==> config.mk <==
export PLATFORM = sky130hd
export DESIGN_NAME = rv32i_hazard_ctrl_flat
export DESIGN_NICKNAME = d
export VERILOG_FILES = /design/src/rtl/rv32i_pkg.sv /design/src/rtl/rv32i_hazard_ctrl_if.sv /design/src/rtl/rv32i_reg_use.sv /design/src/rtl/rv32i_hazard_ctrl.sv /design/src/flat_wrapper.sv
export SDC_FILE = /design/constraint.sdc
export NUM_CORES = 1
export LEC_CHECK = 0
export ABC_AREA = 1
export BUFFER_PORTS_ARGS = -buffer_cell sky130_fd_sc_hd__buf_2
export CELL_PAD_IN_SITES_DETAIL_PLACEMENT = 1
export CELL_PAD_IN_SITES_GLOBAL_PLACEMENT = 2
export CORE_ASPECT_RATIO = 1.1
export CORE_MARGIN = 4
export CORE_UTILIZATION = 25
export CTS_CLUSTER_SIZE = 12
export DETAILED_ROUTE_END_ITERATION = 8
export PLACE_DENSITY_LB_ADDON = 0.1
export SYNTH_ARGS = -nofsm -noshare
export SYNTH_HDL_FRONTEND = slang
export SYNTH_HIERARCHICAL = 1
export SYNTH_SLANG_ARGS = --single-unit
export TNS_END_PERCENT = 5
==> constraint.sdc <==
create_clock -name clk -period 1.7 [get_ports clk]
set_input_delay 0.085 -clock clk [delete_from_list [all_inputs] [get_ports clk]]
set_output_delay 0.085 -clock clk [all_outputs]
set_load 0.005 [all_outputs]
==> src/rtl/rv32i_pkg.sv <==
// Shared RV32I definitions: base opcodes and the hazard scoreboard entry.
// Also holds the hit test that compares one source register against one entry.
package rv32i_pkg;

    localparam logic [6:0] OP_R      = 7'b0110011;
    localparam logic [6:0] OP_IMM    = 7'b0010011;
    localparam logic [6:0] OP_LOAD   = 7'b0000011;
    localparam logic [6:0] OP_STORE  = 7'b0100011;
    localparam logic [6:0] OP_BRANCH = 7'b1100011;
    localparam logic [6:0] OP_JAL    = 7'b1101111;
    localparam logic [6:0] OP_JALR   = 7'b1100111;
    localparam logic [6:0] OP_LUI    = 7'b0110111;
    localparam logic [6:0] OP_AUIPC  = 7'b0010111;

    typedef struct packed {
        logic       valid;
        logic [4:0] rd;
    } sb_entry_t;

    // x0 is hardwired, so it can never be the source of a real dependency.
    function automatic logic sb_hit(input sb_entry_t entry, input logic [4:0] rs);
        return entry.valid && (entry.rd == rs) && (rs != 5'd0);
    endfunction

endpackage

==> src/rtl/rv32i_hazard_ctrl_if.sv <==
// Bus between the pipeline datapath (master) and the hazard controller (slave).
interface rv32i_hazard_ctrl_if #(
    parameter int unsigned CNT_W = 32
);
    logic             id_valid;
    logic [31:0]      id_iw;
    logic             ex_redirect;
    logic             stall;
    logic             bubble_ex;
    logic             flush_id;
    logic             pc_redirect;
    logic [CNT_W-1:0] stall_cnt;
    logic [CNT_W-1:0] flush_cnt;

    modport master (
        output id_valid, id_iw, ex_redirect,
        input  stall, bubble_ex, flush_id, pc_redirect, stall_cnt, flush_cnt
    );

    modport slave (
        input  id_valid, id_iw, ex_redirect,
        output stall, bubble_ex, flush_id, pc_redirect, stall_cnt, flush_cnt
    );
endinterface

==> src/rtl/rv32i_reg_use.sv <==
// Combinational register-usage decode for one RV32I instruction word.
module rv32i_reg_use
    import rv32i_pkg::*;
(
    input  logic [31:0] iw,
    output logic        use_rs1,
    output logic        use_rs2,
    output logic        writes_rd,
    output logic [4:0]  rs1,
    output logic [4:0]  rs2,
    output logic [4:0]  rd
);
    logic unused_funct;

    assign rs1 = iw[19:15];
    assign rs2 = iw[24:20];
    assign rd  = iw[11:7];
    assign unused_funct = ^{iw[31:25], iw[14:12]};

    always_comb begin
        use_rs1   = 1'b0;
        use_rs2   = 1'b0;
        writes_rd = 1'b0;
        case (iw[6:0])
            OP_R: begin
                use_rs1   = 1'b1;
                use_rs2   = 1'b1;
                writes_rd = 1'b1;
            end
            OP_IMM, OP_LOAD, OP_JALR: begin
                use_rs1   = 1'b1;
                writes_rd = 1'b1;
            end
            OP_STORE, OP_BRANCH: begin
                use_rs1 = 1'b1;
                use_rs2 = 1'b1;
            end
            OP_LUI, OP_AUIPC, OP_JAL: begin
                writes_rd = 1'b1;
            end
            default: ;
        endcase
    end

endmodule

==> src/rtl/rv32i_hazard_ctrl.sv <==
// Stall/bubble/flush sequencing for the non-forwarding 5-stage RV32I pipeline,
// with saturating stall-cycle and redirect-event counters.
module rv32i_hazard_ctrl
    import rv32i_pkg::*;
#(
    parameter bit          WB_WRITE_THROUGH = 1'b1,
    parameter int unsigned CNT_W            = 32
) (
    input logic               clk,
    input logic               reset,
    rv32i_hazard_ctrl_if.slave bus
);
    logic       use_rs1, use_rs2, writes_rd;
    logic [4:0] rs1, rs2, rd;

    sb_entry_t sb_ex_q, sb_mem_q, sb_wb_q, sb_ex_d;
    logic      rs1_hit, rs2_hit, hazard;
    logic      stall, bubble_ex, flush_id, pc_redirect;

    logic [CNT_W-1:0] stall_cnt_q, flush_cnt_q;

    rv32i_reg_use u_reg_use (
        .iw       (bus.id_iw),
        .use_rs1  (use_rs1),
        .use_rs2  (use_rs2),
        .writes_rd(writes_rd),
        .rs1      (rs1),
        .rs2      (rs2),
        .rd       (rd)
    );

    // With a write-before-read register file the WB producer is already visible.
    always_comb begin
        rs1_hit = use_rs1 && (sb_hit(sb_ex_q, rs1) || sb_hit(sb_mem_q, rs1) ||
                              (!WB_WRITE_THROUGH && sb_hit(sb_wb_q, rs1)));
        rs2_hit = use_rs2 && (sb_hit(sb_ex_q, rs2) || sb_hit(sb_mem_q, rs2) ||
                              (!WB_WRITE_THROUGH && sb_hit(sb_wb_q, rs2)));
        hazard  = bus.id_valid && (rs1_hit || rs2_hit);
    end

    always_comb begin
        stall       = 1'b0;
        bubble_ex   = 1'b0;
        flush_id    = 1'b0;
        pc_redirect = 1'b0;
        if (!reset) begin
            if (bus.ex_redirect) begin
                bubble_ex   = 1'b1;
                flush_id    = 1'b1;
                pc_redirect = 1'b1;
            end else if (hazard) begin
                stall     = 1'b1;
                bubble_ex = 1'b1;
            end
        end
    end

    always_comb begin
        sb_ex_d.valid = bus.id_valid && !bubble_ex && writes_rd && (rd != 5'd0);
        sb_ex_d.rd    = rd;
    end

    always_ff @(posedge clk) begin
        if (reset) begin
            sb_ex_q  <= '0;
            sb_mem_q <= '0;
            sb_wb_q  <= '0;
        end else begin
            sb_ex_q  <= sb_ex_d;
            sb_mem_q <= sb_ex_q;
            sb_wb_q  <= sb_mem_q;
        end
    end

    always_ff @(posedge clk) begin
        if (reset) begin
            stall_cnt_q <= '0;
            flush_cnt_q <= '0;
        end else begin
            if (stall && (stall_cnt_q != '1)) begin
                stall_cnt_q <= stall_cnt_q + 1'b1;
            end
            if (bus.ex_redirect && (flush_cnt_q != '1)) begin
                flush_cnt_q <= flush_cnt_q + 1'b1;
            end
        end
    end

    assign bus.stall       = stall;
    assign bus.bubble_ex   = bubble_ex;
    assign bus.flush_id    = flush_id;
    assign bus.pc_redirect = pc_redirect;
    assign bus.stall_cnt   = stall_cnt_q;
    assign bus.flush_cnt   = flush_cnt_q;

endmodule

==> src/flat_wrapper.sv <==
// flat-port wrapper written by rule: the top's interface ports become plain ports
module rv32i_hazard_ctrl_flat import rv32i_pkg::*;
#(
    parameter bit          WB_WRITE_THROUGH = 1'b1,
    parameter int unsigned CNT_W            = 32
)
  (clk, reset, bus_id_valid, bus_id_iw, bus_ex_redirect, bus_stall, bus_bubble_ex, bus_flush_id, bus_pc_redirect, bus_stall_cnt, bus_flush_cnt);
  rv32i_hazard_ctrl_if #(.CNT_W(CNT_W)) bus_i ();
  input logic clk;
  input logic reset;
  input wire logic [$bits(bus_i.id_valid)-1:0] bus_id_valid;
  input wire logic [$bits(bus_i.id_iw)-1:0] bus_id_iw;
  input wire logic [$bits(bus_i.ex_redirect)-1:0] bus_ex_redirect;
  output wire logic [$bits(bus_i.stall)-1:0] bus_stall;
  output wire logic [$bits(bus_i.bubble_ex)-1:0] bus_bubble_ex;
  output wire logic [$bits(bus_i.flush_id)-1:0] bus_flush_id;
  output wire logic [$bits(bus_i.pc_redirect)-1:0] bus_pc_redirect;
  output wire logic [$bits(bus_i.stall_cnt)-1:0] bus_stall_cnt;
  output wire logic [$bits(bus_i.flush_cnt)-1:0] bus_flush_cnt;
  assign bus_i.id_valid = bus_id_valid;
  assign bus_i.id_iw = bus_id_iw;
  assign bus_i.ex_redirect = bus_ex_redirect;
  assign bus_stall = bus_i.stall;
  assign bus_bubble_ex = bus_i.bubble_ex;
  assign bus_flush_id = bus_i.flush_id;
  assign bus_pc_redirect = bus_i.pc_redirect;
  assign bus_stall_cnt = bus_i.stall_cnt;
  assign bus_flush_cnt = bus_i.flush_cnt;
  rv32i_hazard_ctrl #(.WB_WRITE_THROUGH(WB_WRITE_THROUGH), .CNT_W(CNT_W)) u_core (.clk(clk), .reset(reset), .bus(bus_i));
endmodule
==> flow_summary.toml, run 1 <==
[final_layout]
layout.filler_cells = 2512
fin_nets = 1033
total_inserted_antenna_cells = 0
synthToLayoutAreaGrowth_pct = 42.4
proportion_of_layout_cells_with_a_drive_suffix_above_1_pct = 33.6
final_cell_area_sq_mm = 0.00692
postLayoutCoreUtil_pct = 36.2
post_layout_nonfiller_instances = 1247

[yosys]
yosysTopAreaCell = "sky130_fd_sc_hd__dfxtp_1"
yosys_warnings = 6
syn_nets = 851
synth.yosys.seq_area_share_pct = 31.3
flops_latches_synth = 76
post_synth_num_cell_types = 36
syn_avg_cell_area_sq_um = 5.98
synth_top_area_share_pct = 31.3
yosys-top-cells-area = "sky130_fd_sc_hd__dfxtp_1 (31%), sky130_fd_sc_hd__nand2_1 (20%), sky130_fd_sc_hd__nor2_1 (13%)"
syn_area_sq_mm = 0.00486
postSynthCellCount = 813

[timing]
worst_clock_skew_ns = 0.0104
final_period_minus_worst_setup_slack_ns = 1.77
finalMaxSlewViolations = 0
setup_viol = 11
final_hold_viol_count = 0
grt_setup_unrepaired = "true"
tightestPinTransition_ns = 0.401
fmaxAchievable_mhz = 566
setup-tns-final_ns = -0.259
slew_headroom_pct = 73.3
post-route-period-util_pct = 104
fin_ws_ns = -0.0653

[floorplan]
placeable_core_region_sq_mm = 0.0191
fp.dieW_um = 141
fp.dieH_um = 154
initial_core_util_pct = 25.5
rows = 53
num_io_pins = 104
die_area_sq_mm = 0.0217

[cts]
cts.sinks = 76
cts_max_path_buffers = 2
tritoncts = "yes"
cts_inserted_buffers = 9
cts.reportedPaths.clkPinSlew_ns = 0.06
worst_skew_pair.late_latency_ns = 0.35
htree_num_levels = 3
clockRootBuffer = "sky130_fd_sc_hd__clkbuf_16"

[worst_setup_path]
crit_path_top_delay_cell = "sky130_fd_sc_hd__dfxtp_2"
crit_path_dat_ns = 2.00
timing.critical_path.mode_cell = "sky130_fd_sc_hd__nand2_1"
timing.critical_path.fanout_max = 6
worstPathRequired_ns = 1.93
setup.worst_path.start_class = "flop"
critical_path.cell_chain = "inv_2 > nand2_1 > nand2_1 > nor2_1 > nand3_1 > nand2_1 > nand2_2 > nand2_4 > buf_6 > buf_12 > nand4_1 > a21oi_1 > nor2_2"
critical_path.max_stage_delay_ns = 0.35
r2r_setup_slack_ns = -0.07
setup.worst_path.end_class = "flop"
worst-setup-path-type = "reg -> reg"

[job]
maxCapViolCount = 0

[place]
post-place-cells = 1223
placed_standard_cell_area_sq_mm = 0.00621
gpl_wtd_cong = 0.846
place.port_buffers = 93
hpwl_um = 14400

[power]
reported_leakage_power_nw = 3.15
ir_drop_mv = 0.427
total_power_mw = 4.16
power_per_cell_area_mw_per_mm2 = 600

[grt]
number_of_global_route_vias_before_repair = 6029
grt_start_max_net_pins = 34
grt_antenna_before_repair = 0
grt_pass1_wl_um = 28800
track_usage_pct = 16.3
overflow = 0

[routing]
final_antenna_net_count = 0
totalWireLength_um = 18000
post_drt_via_cell_ratio = 4.54
routed_wire_length_per_instance_um = 14.4
drt_first_iter_violations = 139
drt_drc_violations_left = 0
route.vias.total = 5667
count_of_tritonroute_iterations_in_the_first_routing_pass = 5

[run_status]
status = "finished, violations left"
violated_checks = "setup timing"

[hold_path]
worst_hold_path_type = "in -> reg"
power by group:
part | internal [mW] | switching (mW) | total, mW | leakage [nW]
logic | 0.115 | 0.192 | 0.308 | 2.38
clock network | 1.21 | 0.818 | 2.03 | 0.149
registers | 1.80 | 0.0161 | 1.82 | 0.625
per-stage QoR:
step	setup WS [ns]	hold slack, ns
after floorplan	0.0309	0.289
after global placement	-0.111	0.313
after detailed placement	-0.160	0.319
after CTS	-0.0936	0.00206
after global routing	-0.189	0.0104
final	-0.0653	0.00344
synth_stat cells, drive strengths merged:
master / n
ha: 2
nor2: 175
o21ai: 19
buf: 27
o21bai: 1
or2: 1
a31oi: 1
nor4: 3
clkinv: 2
a211oi: 1
nand3b: 3
dfxtp: 76
inv: 101
nand3: 41
nor3: 27
and2: 1
and3: 1
a21oi: 27
xor2: 7
o311ai: 1
nand2: 258
xnor2: 6
clkbuf: 6
nand4: 26
area by class of cell:
cell class | instances | area, sq um | area share, %
Inverter | 103 | 394 | 5.69
Clock inverter | 4 | 47.5 | 0.687
Clock buffer | 12 | 256 | 3.71
Tap cell | 247 | 309 | 4.46
Timing Repair Buffer | 204 | 1390 | 20.1
Sequential cell | 76 | 1550 | 22.4
Multi-Input combinational cell | 601 | 2970 | 42.9
cells in the final DEF (no fill, tap or decap), types with 2 or more instances in the layout:
master / synthesis / final
sky130_fd_sc_hd__a21oi_1: 27 / 27
sky130_fd_sc_hd__buf_12: 0 / 5
sky130_fd_sc_hd__buf_2: 3 / 92
sky130_fd_sc_hd__buf_4: 19 / 98
sky130_fd_sc_hd__buf_6: 5 / 6
sky130_fd_sc_hd__clkbuf_16: 0 / 9
sky130_fd_sc_hd__clkbuf_8: 0 / 2
sky130_fd_sc_hd__clkinv_1: 2 / 2
sky130_fd_sc_hd__clkinv_2: 0 / 2
sky130_fd_sc_hd__dfxtp_1: 76 / 52
sky130_fd_sc_hd__dfxtp_2: 0 / 24
sky130_fd_sc_hd__dlygate4sd3_1: 0 / 3
sky130_fd_sc_hd__inv_1: 88 / 84
sky130_fd_sc_hd__inv_2: 13 / 15
sky130_fd_sc_hd__nand2_1: 254 / 244
sky130_fd_sc_hd__nand2_2: 3 / 11
sky130_fd_sc_hd__nand2_4: 1 / 3
sky130_fd_sc_hd__nand3_1: 34 / 31
sky130_fd_sc_hd__nand3_2: 6 / 6
sky130_fd_sc_hd__nand3_4: 1 / 4
sky130_fd_sc_hd__nand3b_1: 3 / 3
sky130_fd_sc_hd__nand4_1: 25 / 25
sky130_fd_sc_hd__nor2_1: 167 / 143
sky130_fd_sc_hd__nor2_2: 6 / 24
sky130_fd_sc_hd__nor2_4: 2 / 8
sky130_fd_sc_hd__nor3_1: 21 / 13
sky130_fd_sc_hd__nor3_2: 6 / 13
sky130_fd_sc_hd__o21ai_0: 17 / 15
sky130_fd_sc_hd__o21ai_1: 2 / 2
sky130_fd_sc_hd__o21ai_2: 0 / 2
sky130_fd_sc_hd__xnor2_1: 6 / 6
sky130_fd_sc_hd__xor2_1: 7 / 7
flip-flops by register name, summed over array words and instances, names as in the netlist:
| register | cells |
|---|---|
| u_core/sb_mem_q | 6 |
| u_core/bus.stall_cnt | 32 |
| u_core/bus.flush_cnt | 32 |
| u_core/sb_ex_q | 6 |
logic make-up (layout without fill, tap and decap cells):
group | Yosys count | in the layout | synth area share [%]
AO/OA/AOI/OAI | 50 | 50 | 5.46
XOR/XNOR | 13 | 13 | 2.34
adder cells (fa/ha/maj) | 2 | 2 | 0.515
buffers and inverters | 136 | 323 | 12.8
flip-flops | 76 | 76 | 31.3
AND/OR/NAND/NOR | 536 | 536 | 47.6
path summary, 6_finish.rpt:
check	cells after the start	start	endpoint
min	3	bus_id_iw[9]	u_core/sb_ex_q[2]
max	13	u_core/sb_ex_q[0]	u_core/bus.stall_cnt[2]
max reg2reg	13	u_core/sb_ex_q[0]	u_core/bus.stall_cnt[2]
min reg2reg	2	u_core/sb_ex_q[5]	u_core/sb_mem_q[5]
timing repair:
item / 4_1_cts / 5_1_grt
hold endpoints to repair: 3 / 0
endpoints found under the setup margin: 53 / 65
gates resized for setup: 48 / 60
setup buffers: 5 / 0
hold buffers: 3 / 0
pin swaps: 10 / 14
per-layer routing:
layer | track usage (%) | vias up | wire length [um]
li1 | - | 2879 | -
met1 | 18.3 | 2711 | 7520
met2 | 31.4 | 67 | 9730
met3 | 2.97 | 10 | 565
met4 | 4.06 | 0 | 189
met5 | 0 | - | 0
critical path, delay by kind of cell, from the launching register on:
family | cells | cell delay (ns)
buf+inv | 3 | 0.26
flops | 1 | 0.35
simple gates | 9 | 0.80
compound gates | 1 | 0.24
(Power assumes the default switching activity.)
==> run 2: changes to the inputs <==
--- a/config.mk
+++ b/config.mk
@@ -15,6 +15,7 @@
 export CTS_CLUSTER_SIZE = 12
 export DETAILED_ROUTE_END_ITERATION = 8
 export PLACE_DENSITY_LB_ADDON = 0.1
+export RECOVER_POWER = 25
 export SYNTH_ARGS = -nofsm -noshare
 export SYNTH_HDL_FRONTEND = slang
 export SYNTH_HIERARCHICAL = 1
==> run 2 against run 1 <==
Effect of this change:
- the run still ends with setup timing left
- final cell count is the same
- critical endpoint unchanged
- sequential power is essentially flat
- worst hold slack gained 0.0075 ns
==> flow_summary.toml, run 2 (synthesized netlist as in run 1, its figures left out) <==
[final_layout]
layout.cells.most_common_list = "sky130_fd_sc_hd__nand2_1 (244), sky130_fd_sc_hd__nor2_1 (143), sky130_fd_sc_hd__buf_4 (98), sky130_fd_sc_hd__buf_2 (86), sky130_fd_sc_hd__inv_1 (85)"
total_inserted_antenna_cells = 0
synthToLayoutAreaGrowth_pct = 42.2
proportion_of_layout_cells_with_a_drive_suffix_above_1_pct = 32.7
final_cell_area_sq_mm = 0.00691
layout.cells.most_common = "sky130_fd_sc_hd__nand2_1"
layout.filler_cells = 2518
fin_nets = 1033

[routing]
drt_first_iter_violations = 137
post_drt_via_cell_ratio = 4.54
routed_wire_length_per_instance_um = 14.4
route.vias.total = 5663
count_of_tritonroute_iterations_in_the_first_routing_pass = 5
drt_drc_violations_left = 0
final_antenna_net_count = 0
totalWireLength_um = 18000

[timing]
fmaxAchievable_mhz = 567
finalMaxSlewViolations = 0
setup-tns-final_ns = -0.252
fin_ws_ns = -0.0651
tightestPinTransition_ns = 0.400
final_hold_viol_count = 0
worst_clock_skew_ns = 0.0104
slew_headroom_pct = 73.3
grt_setup_unrepaired = "true"
setup_viol = 11
post-route-period-util_pct = 104
final_period_minus_worst_setup_slack_ns = 1.77
hold-worst-slack_ns = 0.0109

[cts]
cts.sinks = 76
clockRootBuffer = "sky130_fd_sc_hd__clkbuf_16"
cts_max_path_buffers = 2
cts_inserted_buffers = 9
tritoncts = "yes"
cts.reportedPaths.clkPinSlew_ns = 0.06
worst_skew_pair.late_latency_ns = 0.35
htree_num_levels = 3

[grt]
number_of_global_route_vias_before_repair = 6029
overflow = 0
grt_start_max_net_pins = 34
track_usage_pct = 16.3
grt_antenna_before_repair = 0
grt_pass1_wl_um = 28800

[worst_setup_path]
worst-setup-path-type = "reg -> reg"
worstPathRequired_ns = 1.93
r2r_setup_slack_ns = -0.07
worst_r2r_endpoint = "u_core/bus.stall_cnt[2]"
timing.critical_path.fanout_max = 6
worstReg2RegStart = "u_core/sb_ex_q[0]"
crit_path_dat_ns = 2.00
path_depth_of_the_worst_reg2reg_path = 13
critical_path.endpoint = "u_core/bus.stall_cnt[2]"
setup.worst_path.start_class = "flop"
setup.worst_path.end_class = "flop"
worstSetupStartpoint = "u_core/sb_ex_q[0]"

[place]
placed_standard_cell_area_sq_mm = 0.00621
gpl_wtd_cong = 0.846
hpwl_um = 14400
place.port_buffers = 93

[floorplan]
die_area_sq_mm = 0.0217
rows = 53
fp.dieW_um = 141
placeable_core_region_sq_mm = 0.0191
fp.dieH_um = 154
initial_core_util_pct = 25.5
num_io_pins = 104

[hold_path]
holdCritStartpoint = "bus_id_iw[11]"
worst_hold_path_type = "in -> reg"

[run_status]
status = "finished, violations left"
violated_checks = "setup timing"

[job]
maxCapViolCount = 0

[power]
ir_drop_mv = 0.427
reported_leakage_power_nw = 3.13
power_per_cell_area_mw_per_mm2 = 601
[run 2: area by class of cell]
type	instances	area [sq um]	share of cell area [%]
Clock buffer	12	256	3.71
Clock inverter	4	47.5	0.688
Inverter	103	394	5.70
Multi-Input combinational cell	601	2970	43.0
Sequential cell	76	1550	22.4
Tap cell	247	309	4.47
Timing Repair Buffer	204	1390	20.1
[run 2: routing by layer]
metal	wire length, um	part of all wire [%]	vias to the layer above	track usage [%]
met3	565	3.1	10	2.97
met5	0	0	-	0
li1	-	-	2878	-
met1	7520	42	2708	18.3
met2	9730	54	67	31.4
met4	189	1.0	0	4.06
[run 2: critical path: stages (launching register included)]
cell and delay [ns]:
sky130_fd_sc_hd__dfxtp_2 0.35, sky130_fd_sc_hd__inv_2 0.05, sky130_fd_sc_hd__nand2_1 0.06, sky130_fd_sc_hd__nand2_1 0.05, sky130_fd_sc_hd__nor2_1 0.11, sky130_fd_sc_hd__nand3_1 0.08
sky130_fd_sc_hd__nand2_1 0.08, sky130_fd_sc_hd__nand2_2 0.07, sky130_fd_sc_hd__nand2_4 0.09, sky130_fd_sc_hd__buf_6 0.11, sky130_fd_sc_hd__buf_12 0.10, sky130_fd_sc_hd__nand4_1 0.20
sky130_fd_sc_hd__a21oi_1 0.24, sky130_fd_sc_hd__nor2_2 0.06
[run 2: worst min-delay path by stage]
stage	end	slack (ns)	depth (start not counted)
finish	u_core/sb_ex_q[4]	0.01	3
global placement	u_core/sb_ex_q[1]	0.31	3
CTS	u_core/sb_ex_q[2]	0.002	3
floorplan	u_core/sb_ex_q[1]	0.29	3
detailed placement	u_core/sb_ex_q[1]	0.32	3
global route	u_core/sb_ex_q[2]	0.01	3
[run 2: report_power, final]
part           switching (mW)  leakage, nW  internal (mW)  total (mW)
Sequential             0.0158        0.624           1.80        1.82
Clock                   0.818        0.149           1.21        2.03
Combinational           0.193         2.36          0.114       0.307
Total                    1.03         3.13           3.13        4.15
[run 2: repair_timing]
item	CTS	global route
setup endpoints to repair	53	65
setup buffers	5	0
resized for setup	48	60
endpoints found under the hold margin	3	0
hold buffers	3	0
pin swaps	10	14
cloned	0	0
[run 2: stage by stage]
stage / std cells / total power [mW] / setup WS (ns) / util (%)
floorplan: 813 / 2.04 / 0.0309 / -
global placement: 1223 / 2.13 / -0.111 / 32.5
detailed placement: 1223 / 2.14 / -0.160 / 32.5
CTS: 1247 / 4.22 / -0.0936 / 35.3
global route: 1247 / 4.33 / -0.189 / 36.2
finish: 1247 / 4.15 / -0.0651 / 36.2
==> run 3: changes to the inputs <==
--- a/config.mk
+++ b/config.mk
@@ -16,6 +16,7 @@
 export DETAILED_ROUTE_END_ITERATION = 8
 export PLACE_DENSITY_LB_ADDON = 0.1
 export RECOVER_POWER = 25
+export SKIP_CTS_REPAIR_TIMING = 1
 export SYNTH_ARGS = -nofsm -noshare
 export SYNTH_HDL_FRONTEND = slang
 export SYNTH_HIERARCHICAL = 1
==> run 3 against run 2 <==
Effect of this change:
- the run still ends with setup timing left
- critical path type is now reg -> out
- via count decreased by 0.65%
- clock power about the same
- design area decreased by 0.31%
- global-route usage decreased by 0.23 points
- sequential cell count unchanged
==> flow_summary.toml, run 3 (synthesized netlist as in run 1, its figures left out) <==
[timing]
finalMaxSlewViolations = 0
fmaxAchievable_mhz = 563
fin_ws_ns = -0.0765
worst_clock_skew_ns = 0.0102
tightestPinTransition_ns = 0.776
slew_headroom_pct = 48.2
grt_setup_unrepaired = "true"
setup-tns-final_ns = -0.389
post-route-period-util_pct = 104
final_period_minus_worst_setup_slack_ns = 1.78
final_hold_viol_count = 0
setup_viol = 18

[worst_setup_path]
timing.critical_path.mode_cell = "sky130_fd_sc_hd__nand2_1"
critical_path.cell_chain = "inv_2 > nand2_1 > nand2_1 > nor2_1 > nand3_1 > nand2_1 > nand2_2 > nand2_4 > nand3_4 > buf_12 > clkinv_8 > buf_6"
worst-setup-path-type = "reg -> out"
critical_path.max_stage_delay_ns = 0.35
crit_path_top_delay_cell = "sky130_fd_sc_hd__dfxtp_2"
timing.critical_path.fanout_max = 5
setup.worst_path.end_class = "output port"
setup.worst_path.start_class = "flop"
crit_path_dat_ns = 1.69
worstPathRequired_ns = 1.62

[routing]
count_of_tritonroute_iterations_in_the_first_routing_pass = 5
route.vias.total = 5626
post_drt_via_cell_ratio = 4.50
routed_wire_length_per_instance_um = 14.3
final_antenna_net_count = 0
totalWireLength_um = 17900
drt_first_iter_violations = 128
drt_drc_violations_left = 0

[cts]
clockRootBuffer = "sky130_fd_sc_hd__clkbuf_16"
tritoncts = "yes"
cts.reportedPaths.clkPinSlew_ns = 0.06
htree_num_levels = 3
cts_max_path_buffers = 2
cts.sinks = 76
cts_inserted_buffers = 9
worst_skew_pair.late_latency_ns = 0.34

[grt]
grt_start_max_net_pins = 34
overflow = 0
number_of_global_route_vias_before_repair = 5963
grt_pass1_wl_um = 28400
track_usage_pct = 16.1
grt_antenna_before_repair = 0

[floorplan]
placeable_core_region_sq_mm = 0.0191
initial_core_util_pct = 25.5
fp.dieH_um = 154
num_io_pins = 104
die_area_sq_mm = 0.0217
fp.dieW_um = 141
rows = 53

[final_layout]
layout.cells.most_common = "sky130_fd_sc_hd__nand2_1"
final-seq-area_sq_mm = 0.00155
proportion_of_layout_cells_with_a_drive_suffix_above_1_pct = 32.6
total_inserted_antenna_cells = 0
layout.filler_cells = 2524
layout.cells.most_common_list = "sky130_fd_sc_hd__nand2_1 (243), sky130_fd_sc_hd__nor2_1 (145), sky130_fd_sc_hd__buf_4 (99), sky130_fd_sc_hd__buf_2 (88), sky130_fd_sc_hd__inv_1 (83)"
multiInputGateArea_sq_mm = 0.00292
post_layout_nonfiller_instances = 1249
fin_nets = 1035
synthToLayoutAreaGrowth_pct = 41.8

[run_status]
violated_checks = "setup timing"
status = "finished, violations left"

[power]
ir_drop_mv = 0.425
power_per_cell_area_mw_per_mm2 = 603
total_power_mw = 4.15
reported_leakage_power_nw = 3.14

[place]
hpwl_um = 14400
gpl_wtd_cong = 0.846
place.port_buffers = 93
post-place-cells = 1223

[job]
maxCapViolCount = 0

[hold_path]
worst_hold_path_type = "in -> reg"
run 3: cell count changes in the layout (fill, tap and decap cells not counted), sizes merged:
cell / change
buf: +2
run 3: cell type report:
cell class	instances	area share, %
multi-input cells	601	42.4
flip-flops and latches	76	22.4
repair buffers	206	20.4
clock inverters	4	0.690
clock buffers	12	3.72
well taps	247	4.49
inverters	103	5.83
run 3: layer usage:
layer  track usage (%)  wire, um  vias up
met3              2.97       520       10
met4              4.06       195        0
li1                  -         -     2879
met1              18.3      7650     2680
met5                 0         0        -
met2              30.7      9530       57
run 3: worst max-delay path, delay by kind of cell, from the launching register on:
family        cells  cell delay (ns)
simple gates      8             0.65
buf+inv           4             0.34
flops             1             0.35
run 3: path summary, 6_finish.rpt:
check        cells after the start                        to               from  slack, ns
max                             12                 bus_stall  u_core/sb_ex_q[0]      -0.08
min                              3         u_core/sb_ex_q[4]      bus_id_iw[11]       0.01
max reg2reg                     15  u_core/bus.stall_cnt[17]  u_core/sb_ex_q[0]      -0.04
min reg2reg                      2        u_core/sb_mem_q[5]  u_core/sb_ex_q[5]       0.45
run 3: power breakdown:
part	internal, mW	total, mW	switching [mW]	leakage [nW]
clock	1.21	2.04	0.822	0.149
sequential	1.80	1.81	0.0140	0.623
combinational	0.112	0.303	0.191	2.37
run 3: through the flow:
step | hold WS (ns) | worst slack, ns | area, sq um | utilization (%)
after floorplan | 0.289 | 0.0309 | 4860 | -
after global placement | 0.313 | -0.111 | 6210 | 32.5
after detailed placement | 0.319 | -0.160 | 6210 | 32.5
after CTS | -0.0520 | -0.297 | 6510 | 34.1
after global routing | 0.0104 | -0.173 | 6890 | 36.1
final | 0.0105 | -0.0765 | 6890 | 36.1
